==> config.mk <==
export PLATFORM = sky130hd
export DESIGN_NAME = pipeline_hazard_controller
export DESIGN_NICKNAME = d
export VERILOG_FILES = /design/src/rtl/hazard_pkg.sv /design/src/rtl/load_use_detector.sv /design/src/rtl/pipeline_hazard_controller.sv
export SDC_FILE = /design/constraint.sdc
export NUM_CORES = 1
export LEC_CHECK = 0
export ABC_AREA = 0
export CORE_UTILIZATION = 32
export DETAILED_ROUTE_END_ITERATION = 8
export PLACE_DENSITY = 0.82
export SLEW_MARGIN = 10
export SYNTH_ARGS = -nofsm -noshare
export SYNTH_HDL_FRONTEND = slang
export SYNTH_HIERARCHICAL = 1
export SYNTH_SLANG_ARGS = --single-unit
==> constraint.sdc <==
create_clock -name Clk -period 1.4 [get_ports Clk]
set_input_delay 0.14 -clock Clk [delete_from_list [all_inputs] [get_ports Clk]]
set_output_delay 0.14 -clock Clk [all_outputs]
set_load 0.01 [all_outputs]
==> src/rtl/hazard_pkg.sv <==
// hazard_pkg
// Shared definitions for the pipeline hazard controller:
//   - controller state encoding (RUN / MULTI)
//   - PC source select encodings driven onto PCSrcSel
//   - architectural zero register number (never a real hazard source)
package hazard_pkg;

  typedef enum logic {
    RUN   = 1'b0,
    MULTI = 1'b1
  } state_t;

  localparam logic [1:0] PCSRC_SEQ = 2'd0;
  localparam logic [1:0] PCSRC_BR  = 2'd1;
  localparam logic [1:0] PCSRC_J   = 2'd2;
  localparam logic [1:0] PCSRC_JR  = 2'd3;

  localparam logic [4:0] REG_ZERO = 5'd0;

endpackage

==> src/rtl/load_use_detector.sv <==
// load_use_detector
// Purely combinational load-use hazard compare. Flags when the instruction
// in EX is a load whose destination is read by the instruction in ID.
// Ports:
//   i_idExMemRead  EX-stage instruction is a load
//   i_idExRd       destination register of the EX-stage instruction
//   i_ifIdRs       rs field of the ID-stage instruction
//   i_ifIdRt       rt field of the ID-stage instruction
//   i_ifIdUsesRt   ID-stage instruction actually reads rt
//   o_loadUse      hazard present this cycle
module load_use_detector
  import hazard_pkg::*;
(
  input  logic       i_idExMemRead,
  input  logic [4:0] i_idExRd,
  input  logic [4:0] i_ifIdRs,
  input  logic [4:0] i_ifIdRt,
  input  logic       i_ifIdUsesRt,
  output logic       o_loadUse
);

  logic w_rsMatch;
  logic w_rtMatch;

  assign w_rsMatch = (i_idExRd == i_ifIdRs);
  assign w_rtMatch = i_ifIdUsesRt && (i_idExRd == i_ifIdRt);

  // Writes to $zero are discarded, so a load targeting it never blocks ID.
  assign o_loadUse = i_idExMemRead && (i_idExRd != REG_ZERO) && (w_rsMatch || w_rtMatch);

endmodule

==> src/rtl/pipeline_hazard_controller.sv <==
// pipeline_hazard_controller
// Central stall/flush sequencer for the 5-stage MIPS pipeline. Drives the
// load enables and bubble controls of PC, IF/ID, ID/EX and EX/MEM plus the
// PC source select. Priority: redirect > multi-cycle hold > load-use stall.
// Ports:
//   Clk, Rst_n            clock (state on posedge), async active-low reset
//   IfIdRs/IfIdRt/IfIdUsesRt  ID-stage source operands
//   IdExMemRead/IdExRd    EX-stage load flag and destination
//   ExMulStart            EX-stage op is multi-cycle (first EX cycle)
//   MemBranch/MemZero/MemJump/MemJr  control-flow resolution from EX/MEM
//   PCWrite/IfIdWrite/IdExWrite      register load enables
//   IfIdFlush/IdExFlush/ExMemFlush   bubble controls
//   PCSrcSel              0=PC+4, 1=branch, 2=jump, 3=jr
//   MulBusy               multi-cycle op in progress
//   StallCycles/FlushEvents  saturating perf counters, only when the
//                         HAZARD_PERF_CNT_EN macro is defined
module pipeline_hazard_controller
  import hazard_pkg::*;
#(
  parameter int MUL_LATENCY = 4,
  parameter int CNT_W       = 4
)
(
  input  logic        Clk,
  input  logic        Rst_n,
  input  logic [4:0]  IfIdRs,
  input  logic [4:0]  IfIdRt,
  input  logic        IfIdUsesRt,
  input  logic        IdExMemRead,
  input  logic [4:0]  IdExRd,
  input  logic        ExMulStart,
  input  logic        MemBranch,
  input  logic        MemZero,
  input  logic        MemJump,
  input  logic        MemJr,
  output logic        PCWrite,
  output logic        IfIdWrite,
  output logic        IdExWrite,
  output logic        IfIdFlush,
  output logic        IdExFlush,
  output logic        ExMemFlush,
  output logic [1:0]  PCSrcSel,
  output logic        MulBusy
`ifdef HAZARD_PERF_CNT_EN
  ,
  output logic [31:0] StallCycles,
  output logic [31:0] FlushEvents
`endif
);

  // Entry cycle counts as the first hold, so MULTI covers the remaining
  // MUL_LATENCY-2 holds. With MUL_LATENCY=2 the entry cycle alone suffices.
  localparam logic [CNT_W-1:0] CNT_LOAD    = CNT_W'(MUL_LATENCY - 2);
  localparam state_t           ENTRY_STATE = (MUL_LATENCY > 2) ? MULTI : RUN;

  state_t           r_state;
  state_t           w_nextState;
  logic [CNT_W-1:0] r_cnt;
  logic [CNT_W-1:0] w_nextCnt;
  logic             w_taken;
  logic             w_loadUse;

  assign w_taken = (MemBranch && MemZero) || MemJump || MemJr;

  load_use_detector u_loadUse (
    .i_idExMemRead (IdExMemRead),
    .i_idExRd      (IdExRd),
    .i_ifIdRs      (IfIdRs),
    .i_ifIdRt      (IfIdRt),
    .i_ifIdUsesRt  (IfIdUsesRt),
    .o_loadUse     (w_loadUse)
  );

  always_ff @(posedge Clk or negedge Rst_n) begin
    if (!Rst_n) begin
      r_state <= RUN;
      r_cnt   <= '0;
    end else begin
      r_state <= w_nextState;
      r_cnt   <= w_nextCnt;
    end
  end

  // Outputs are combinational so a hazard is handled in the cycle it is
  // seen. Reset is also decoded here so inputs are ignored while Rst_n is low.
  always_comb begin
    PCWrite     = 1'b1;
    IfIdWrite   = 1'b1;
    IdExWrite   = 1'b1;
    IfIdFlush   = 1'b0;
    IdExFlush   = 1'b0;
    ExMemFlush  = 1'b0;
    PCSrcSel    = PCSRC_SEQ;
    MulBusy     = 1'b0;
    w_nextState = r_state;
    w_nextCnt   = r_cnt;

    if (!Rst_n) begin
      w_nextState = RUN;
      w_nextCnt   = '0;
    end else if (w_taken) begin
      // The multi-cycle op (if any) is younger than the redirecting branch,
      // so it is squashed along with everything else behind MEM.
      if (MemJr) begin
        PCSrcSel = PCSRC_JR;
      end else if (MemJump) begin
        PCSrcSel = PCSRC_J;
      end else begin
        PCSrcSel = PCSRC_BR;
      end
      IfIdFlush   = 1'b1;
      IdExFlush   = 1'b1;
      ExMemFlush  = 1'b1;
      w_nextState = RUN;
      w_nextCnt   = '0;
    end else if (r_state == MULTI) begin
      PCWrite    = 1'b0;
      IfIdWrite  = 1'b0;
      IdExWrite  = 1'b0;
      ExMemFlush = 1'b1;
      MulBusy    = 1'b1;
      if (r_cnt <= CNT_W'(1)) begin
        w_nextState = RUN;
        w_nextCnt   = '0;
      end else begin
        w_nextCnt = r_cnt - CNT_W'(1);
      end
    end else if (ExMulStart) begin
      PCWrite     = 1'b0;
      IfIdWrite   = 1'b0;
      IdExWrite   = 1'b0;
      ExMemFlush  = 1'b1;
      MulBusy     = 1'b1;
      w_nextState = ENTRY_STATE;
      w_nextCnt   = CNT_LOAD;
    end else if (w_loadUse) begin
      PCWrite   = 1'b0;
      IfIdWrite = 1'b0;
      IdExFlush = 1'b1;
    end
  end

`ifdef HAZARD_PERF_CNT_EN
  logic [31:0] r_stallCycles;
  logic [31:0] r_flushEvents;

  // Saturating counters; they stop at all-ones instead of wrapping.
  always_ff @(posedge Clk or negedge Rst_n) begin
    if (!Rst_n) begin
      r_stallCycles <= '0;
      r_flushEvents <= '0;
    end else begin
      if (!PCWrite && (r_stallCycles != 32'hFFFF_FFFF)) begin
        r_stallCycles <= r_stallCycles + 32'd1;
      end
      if (w_taken && (r_flushEvents != 32'hFFFF_FFFF)) begin
        r_flushEvents <= r_flushEvents + 32'd1;
      end
    end
  end

  assign StallCycles = r_stallCycles;
  assign FlushEvents = r_flushEvents;
`endif

endmodule

==> results.yml, run 1 <==
timing:
  finalWorstPathRequiredPeriod_ns: 1.65
  slew_viol_final: 0
  setup_repair_after_global_routing_missed_its_margin: "true"
  max_freq_ghz: 0.606
  max_slew.worst_pin.slew_ns: 0.316
  worst_slew_margin_rel: 0.788
  fin_worst_skew_ns: 0.00145
  hold_viol: 0
  finalSetupViolations: 3
  fin_ws_ns: -0.249
  period_share: 1.18
min_path:
  hold_path_class: "input port to async pin"
worst_setup_path:
  worstSetupEndpointType: "output pin"
  critPathMaxFanout: 2
  worst-endpoint-arrival_ns: 1.51
  timing.critical_path.from_type: "input port"
  worstSetupPathType: "input port to output pin"
  crit_required_ns: 1.26
clock_tree:
  cts.sinks: 5
  cts_max_path_buffers: 2
  ctsHtreeMaxLevel: 1
  cts_tree: "yes"
  cts.clk_slew.worst_paths_ns: 0.04
  cts_made_buffers: 3
  clk_latency_ns: 0.24
  clk_root_buffer_cell: "clkbuf_4"
synth:
  synth.area.top_cells: "dfrtp_1, xor2_1, xnor2_1, inv_1, a21oi_1"
  synthesis.area_per_instance_um2: 8.27
  ys_dominant_reg_cell: "dfrtp_1"
  ys_seq_area_frac: 0.236
  yosysWarnings: 6
  yosys_cell_types: 29
  yosys_register_bits: 5
  synth_most_common_cell: "inv_1"
  synthTopCellsByCount: "inv_1, xor2_1, a21oi_1, dfrtp_1, nand3_1"
  synth.top_cell.area_share: 0.236
  post_synth_instance_area_um2: 529
  synth_edf_count: 0
  synth.net_count: 90
  synth_area_leader_cell: "dfrtp_1"
  synth_async_sr_flop_share: 1.00
  netlist_instances: 64
global_routing:
  antenna_found_initial: 0
  grt_pass1_wl_mm: 3.10
  overflow: 0
  grt_start_max_net_pins: 9
  first_global_vias: 685
  total_global_routing_track_utilization: 0.224
floorplan:
  die_width_um: 42.7
  die-height_um: 42.7
  initial_core_util: 0.347
  io_pins: 33
  rows: 14
  design.core.area_mm2: 0.00152
  die_area_mm2: 0.00182
routing:
  avgViaCountPerCell: 4.94
  vias: 677
  remaining_drc_errors: 0
  routed_wl_mm: 1.95
  dr.first_iter.drc_count: 15
  detail_route.wl_per_cell_um: 14.2
  drt_first_pass_iters: 4
  detail-route-antenna-nets: 0
placed_design:
  globalplace.congestion: 0.805
  io_buffer_count: 32
  placedInstanceArea_um2: 986
  dp_hpwl_mm: 1.47
  dp_slack_ns: -0.912
run_status:
  failed_checks: "negative setup slack"
  result_of_the_run: "complete, but fails checks"
pwr:
  peakVddDrop_mv: 0.390
  power_density_mw_per_mm2: 481
  p_leak_nw: 0.531
  total_power_mw: 0.527
final_layout:
  area_growth_syn_to_fin_pct: 107
  finish.net_count: 148
  layout-drive-gt1-share: 0.471
  diodes: 0
  finalInstanceArea_mm2: 0.00110
flow_run:
  max_cap_viol_count: 0
-- placed cells by master, fill, tap and decap left out, types with 2 or more instances in the layout --
cell type | Yosys | routed
clkbuf_4 | 0 | 3
nand3_1 | 5 | 4
nand2_1 | 2 | 2
buf_2 | 0 | 6
dfrtp_1 | 5 | 5
a21oi_1 | 5 | 4
clkbuf_2 | 0 | 3
buf_4 | 1 | 21
nor2_2 | 0 | 2
dlymetal6s2s_1 | 0 | 3
xor2_2 | 0 | 3
xor2_1 | 7 | 4
buf_6 | 0 | 7
nor3_1 | 4 | 3
clkdlybuf4s50_1 | 0 | 3
inv_1 | 8 | 8
xnor2_1 | 4 | 4
dlygate4sd2_1 | 0 | 11
-- critical path, stage by stage --
cell and delay (ns):
buf_6 0.09, or4_4 0.53, o21ai_2 0.14, a21oi_2 0.06, buf_4 0.14, o311ai_4 0.22
buf_2 0.18
-- final cells by class --
class | count | area [um^2]
Multi-Input combinational cell | 49 | 439
Fill cell | 116 | 428
Inverter | 8 | 30.0
Sequential cell | 5 | 125
Clock buffer | 4 | 26.3
Tap cell | 16 | 20.0
Timing Repair Buffer | 55 | 455
-- per-stage QoR --
step / util / setup TNS, ns / instances / hold slack, ns
floorplan: - / -0.0804 / 64 / -0.156
global placement: 0.647 / -4.79 / 126 / 0.557
detailed placement: 0.647 / -5.01 / 126 / 0.561
CTS: 0.686 / -0.722 / 135 / 0.316
global route: 0.719 / -0.806 / 137 / 0.323
finish: 0.719 / -0.683 / 137 / 0.328
-- metal layers --
layer	wire length, um	global-route usage
met1	827	0.282
met2	1020	0.376
met3	72	0.0596
met4	27	0.0563
met5	0	0
-- cell families (layout without fill, tap and decap cells) --
logic type      Yosys count  after routing  synth area share
compound gates           15             15             0.225
xor+xnor                 11             11             0.182
fa+ha+maj                 2              2            0.0473
buf+inv                  10             67            0.0780
flops                     5              5             0.236
simple gates             21             21             0.232
-- registers in the layout, summed over array words and instances (netlist names) --
signal / cells
r_cnt: 4
r_state: 1
-- repair_timing --
item | CTS | global route
hold buffers | 0 | 0
resized for setup | 69 | 24
endpoints found under the setup margin | 10 | 8
gates cloned | 0 | 0
pin swaps | 16 | 18
setup buffers | 5 | 2
-- report_power, final --
group | switching (mW) | internal [mW]
Sequential | 0.00138 | 0.147
Clock | 0.0518 | 0.107
Combinational | 0.0947 | 0.126
Total | 0.148 | 0.380
-- final timing paths --
path	slack [ns]	endpoint	depth (start not counted)	from
min in group Clk	0.57	r_cnt[0]	2	r_cnt[0]
max in group asynchronous	0.95	r_state	3	Rst_n
max reg2reg	0.09	r_cnt[1]	5	r_cnt[1]
max	-0.25	PCWrite	7	IdExRd[2]
min reg2reg	0.57	r_cnt[0]	2	r_cnt[0]
min	0.33	r_cnt[2]	3	Rst_n
Power figures use the tool's default switching activity.
==> run 2, diff against run 1 <==
--- a/config.mk
+++ b/config.mk
@@ -8,6 +8,8 @@
 export ABC_AREA = 0
 export CORE_UTILIZATION = 32
 export DETAILED_ROUTE_END_ITERATION = 8
+export GPL_ROUTABILITY_DRIVEN = 0
+export GPL_TIMING_DRIVEN = 0
 export PLACE_DENSITY = 0.82
 export SLEW_MARGIN = 10
 export SYNTH_ARGS = -nofsm -noshare
==> results.yml, run 2 (same netlist as run 1, synthesis figures left out) <==
timing:
  hold_viol: 0
  worst_slew_margin_rel: 0.747
  slew_viol_final: 0
  finalSetupViolations: 3
  max_freq_ghz: 0.601
  hold-worst-slack_ns: 0.416
  fin_ws_ns: -0.263
  period_share: 1.19
  max_slew.worst_pin.slew_ns: 0.376
  setup_repair_after_global_routing_missed_its_margin: "true"
  finalWorstPathRequiredPeriod_ns: 1.66
  fin_worst_skew_ns: 0.00168
worst_setup_path:
  timing.critical_path.from_type: "input port"
  crit_required_ns: 1.26
  worstSetupPathType: "input port to output pin"
  timing.reg2reg.setup_slack_ns: 0.04
  worstSetupEndpointType: "output pin"
  worst-endpoint-arrival_ns: 1.52
  slowest_cell_on_the_critical_path: "or4_4"
  critPathMaxFanout: 2
  cpPeakStageDelay_ns: 0.53
  worstPathCellList: "buf_8, or4_4, o21ai_2, a21oi_2, o311ai_2, buf_4, buf_6"
routing:
  vias: 642
  dr.first_iter.drc_count: 6
  routed_wl_mm: 1.84
  detail_route.wl_per_cell_um: 14.7
  avgViaCountPerCell: 5.14
  detail-route-antenna-nets: 0
  drt_first_pass_iters: 4
  remaining_drc_errors: 0
pwr:
  peakVddDrop_mv: 0.246
  total_power_mw: 0.521
  p_leak_nw: 0.440
  power_density_mw_per_mm2: 534
placed_design:
  dp_slack_ns: -1.05
  io_buffer_count: 32
  dp_hpwl_mm: 1.26
final_layout:
  diodes: 0
  layout-drive-gt1-share: 0.376
  fill_cells: 128
  utilization: 0.640
  mostFrequentLayoutCell: "dlygate4sd2_1"
  area_growth_syn_to_fin_pct: 84.2
  finish.net_count: 136
  largest_register_ff_count: 4
  registers.top_by_ff_count: "r_cnt"
  reg_top3: "r_cnt (4), r_state (1)"
  top_library_cells_by_usage_in_the_layout_fill_and_taps_aside: "dlygate4sd2_1, buf_4, inv_1, buf_2, xor2_1"
clock_tree:
  cts_tree: "yes"
  ctsHtreeMaxLevel: 1
  clk_root_buffer_cell: "clkbuf_4"
  clk_latency_ns: 0.25
  cts.sinks: 5
  cts_made_buffers: 3
  cts.clk_slew.worst_paths_ns: 0.05
  cts_max_path_buffers: 2
floorplan:
  initial_core_util: 0.347
  design.core.area_mm2: 0.00152
  io_pins: 33
  die_width_um: 42.7
  rows: 14
  die_area_mm2: 0.00182
  die-height_um: 42.7
global_routing:
  total_global_routing_track_utilization: 0.204
  grt_pass1_wl_mm: 2.86
  overflow: 0
  grt_start_max_net_pins: 10
  first_global_vias: 639
  antenna_found_initial: 0
flow_run:
  max_cap_viol_count: 0
min_path:
  hold_path_class: "input port to register"
run_status:
  result_of_the_run: "complete, but fails checks"
  failed_checks: "negative setup slack"
-- run 2: routing by layer --
layer | vias to the layer above | GRT usage | wire length (um)
met4 | 0 | 0.0875 | 45
met2 | 11 | 0.379 | 1030
met3 | 5 | 0.0213 | 42
li1 | 315 | - | -
met5 | - | 0 | 0
met1 | 311 | 0.230 | 726
-- run 2: what timing repair did --
item | in CTS | in global routing
pin swaps | 16 | 4
setup endpoints to repair | 9 | 8
hold endpoints to repair | 5 | 0
gates resized for setup | 77 | 12
hold buffers | 1 | 0
buffers inserted | 7 | 2
-- run 2: layout make-up --
type / count / area [um^2] / area share
clock buffer: 4 / 26.3 / 0.0270
sequential: 5 / 126 / 0.130
tap: 16 / 20.0 / 0.0205
timing repair buffer: 42 / 353 / 0.362
buffer: 1 / 7.51 / 0.00770
inverter: 8 / 30.0 / 0.0308
multi-input combinational: 49 / 412 / 0.422
-- run 2: worst paths after layout --
check,start,end,cells past startpoint
worst max-delay path,IdExRd[3],PCWrite,7
worst min-delay path,Rst_n,r_cnt[2],3
worst max register to register,r_cnt[0],r_cnt[3],5
worst min register to register,r_cnt[0],r_cnt[0],2
max in group asynchronous,Rst_n,r_state,2
min in group asynchronous,Rst_n,r_cnt[2],2
-- run 2: metrics by stage --
| step | instance area (um^2) | setup TNS (ns) | std cells |
|---|---|---|---|
| 6_report | 975 | -0.535 | 125 |
| 5_1_grt | 975 | -0.763 | 125 |
| 4_1_cts | 938 | -0.496 | 123 |
| 3_5_place_dp | 877 | -6.11 | 112 |
| 3_3_place_gp | 877 | -5.92 | 112 |
| 2_1_floorplan | 537 | -0.0804 | 64 |
-- run 2: where the power goes --
part           switching, mW  leakage (nW)  total, mW  internal, mW
Combinational         0.0872         0.357      0.193         0.106
Sequential           0.00163        0.0679      0.148         0.146
Clock                 0.0712        0.0150      0.180         0.109
-- run 2: critical path: cells and delay by family --
family	cells	cell delay, ns
compound gates	3	0.49
buf+inv	3	0.35
simple gates	1	0.53
==> run 3, diff against run 2 <==
--- a/config.mk
+++ b/config.mk
@@ -11,6 +11,7 @@
 export GPL_ROUTABILITY_DRIVEN = 0
 export GPL_TIMING_DRIVEN = 0
 export PLACE_DENSITY = 0.82
+export SKIP_CTS_REPAIR_TIMING = 1
 export SLEW_MARGIN = 10
 export SYNTH_ARGS = -nofsm -noshare
 export SYNTH_HDL_FRONTEND = slang
==> results.yml, run 3 (same netlist as run 1, synthesis figures left out) <==
run_status:
  result_of_the_run: "complete, but fails checks"
  failed_checks: "negative setup slack"
worst_setup_path:
  worstSetupPathType: "input port to output pin"
  worstSetupEndpointType: "output pin"
  worstReg2RegEnd: "r_cnt[3]"
  critPathMaxFanout: 3
  cell_depth_of_the_worst_flop_to_flop_path: 5
  timing.reg2reg.setup_slack_ns: 0.02
  timing.critical_path.from_type: "input port"
  worst-endpoint-arrival_ns: 1.55
  regToRegStartpoint: "r_cnt[0]"
  crit_required_ns: 1.26
pwr:
  peakVddDrop_mv: 0.247
  power_density_mw_per_mm2: 511
  p_leak_nw: 0.565
clock_tree:
  clk_root_buffer_cell: "clkbuf_4"
  cts.clk_slew.worst_paths_ns: 0.05
  cts_made_buffers: 3
  cts_max_path_buffers: 2
  clk_latency_ns: 0.25
  cts.sinks: 5
  cts_tree: "yes"
  ctsHtreeMaxLevel: 1
final_layout:
  layout-drive-gt1-share: 0.343
  mostFrequentLayoutCell: "dlymetal6s2s_1"
  diodes: 0
  registers.top_by_ff_count: "r_cnt"
  area_growth_syn_to_fin_pct: 95.0
  utilization: 0.677
  finish.net_count: 135
  top_library_cells_by_usage_in_the_layout_fill_and_taps_aside: "dlymetal6s2s_1, buf_4, inv_1, xor2_1"
  largest_register_ff_count: 4
  reg_top3: "r_cnt (4), r_state (1)"
  number_of_standard_cells_in_the_final_layout_excluding_fillers: 124
floorplan:
  io_pins: 33
  die_width_um: 42.7
  design.core.area_mm2: 0.00152
  die_area_mm2: 0.00182
  die-height_um: 42.7
  initial_core_util: 0.347
  rows: 14
timing:
  worst_slew_margin_rel: 0.750
  fin_worst_skew_ns: 0.00160
  slew_viol_final: 0
  max_slew.worst_pin.slew_ns: 0.371
  period_share: 1.20
  max_freq_ghz: 0.593
  hold_viol: 0
  setup_repair_after_global_routing_missed_its_margin: "true"
  finalSetupViolations: 3
  fin_ws_ns: -0.286
  hold-worst-slack_ns: 0.305
  finalWorstPathRequiredPeriod_ns: 1.69
min_path:
  hold-path-endpoint: "r_cnt[2]"
  min_from: "Rst_n"
  hold_path_class: "input port to register"
  min_delay_path_depth: 3
global_routing:
  total_global_routing_track_utilization: 0.180
  antenna_found_initial: 0
  first_global_vias: 596
  grt_pass1_wl_mm: 2.55
  grt_start_max_net_pins: 14
  overflow: 0
routing:
  detail_route.wl_per_cell_um: 14.5
  vias: 637
  dr.first_iter.drc_count: 12
  drt_first_pass_iters: 4
  detail-route-antenna-nets: 0
  avgViaCountPerCell: 5.14
  remaining_drc_errors: 0
  routed_wl_mm: 1.79
placed_design:
  dp_hpwl_mm: 1.26
  post-place-cells: 112
  io_buffer_count: 32
flow_run:
  max_cap_viol_count: 0
[run 3: cell type report]
type	count	area, um^2
plain buffers	1	7.51
clock buffers	4	26.3
fillers	107	492
inverters	8	30.0
multi-input cells	49	412
flip-flops and latches	5	126
well taps	16	20.0
repair buffers	41	410
[run 3: metal layers]
layer | GRT usage | vias up | share of wire
met4 | 0.113 | 0 | 0.017
met2 | 0.306 | 15 | 0.53
met3 | 0.0213 | 5 | 0.029
met1 | 0.211 | 302 | 0.42
li1 | - | 315 | -
met5 | 0 | - | 0
[run 3: worst max-delay path by stage]
stage	start	end	cells after the start
floorplan	IdExRd[0]	PCWrite	5
global placement	IdExRd[0]	PCWrite	7
detailed placement	IdExRd[0]	PCWrite	7
CTS	IdExRd[0]	PCWrite	7
global route	IdExRd[3]	PCWrite	7
finish	IdExRd[3]	PCWrite	7
[run 3: power by group]
group          switching, mW  internal, mW
clock                 0.0710         0.109
combinational         0.0852         0.114
sequential           0.00243         0.146
[run 3: worst max-delay path, stage by stage]
cell,delay (ns)
buf_8,0.10
or4_4,0.53
o21ai_2,0.15
a21oi_2,0.06
o311ai_2,0.30
buf_4,0.17
buf_6,0.09
[run 3: metrics by stage]
step	power, mW	setup TNS [ns]	instance area (um^2)	setup slack, ns
after global placement	0.326	-5.92	877	-1.05
after floorplan	0.212	-0.0804	537	-0.0804
after global routing	0.549	-0.825	1030	-0.335
after CTS	0.511	-6.11	903	-1.06
final	0.527	-0.652	1030	-0.286
after detailed placement	0.330	-6.11	877	-1.05
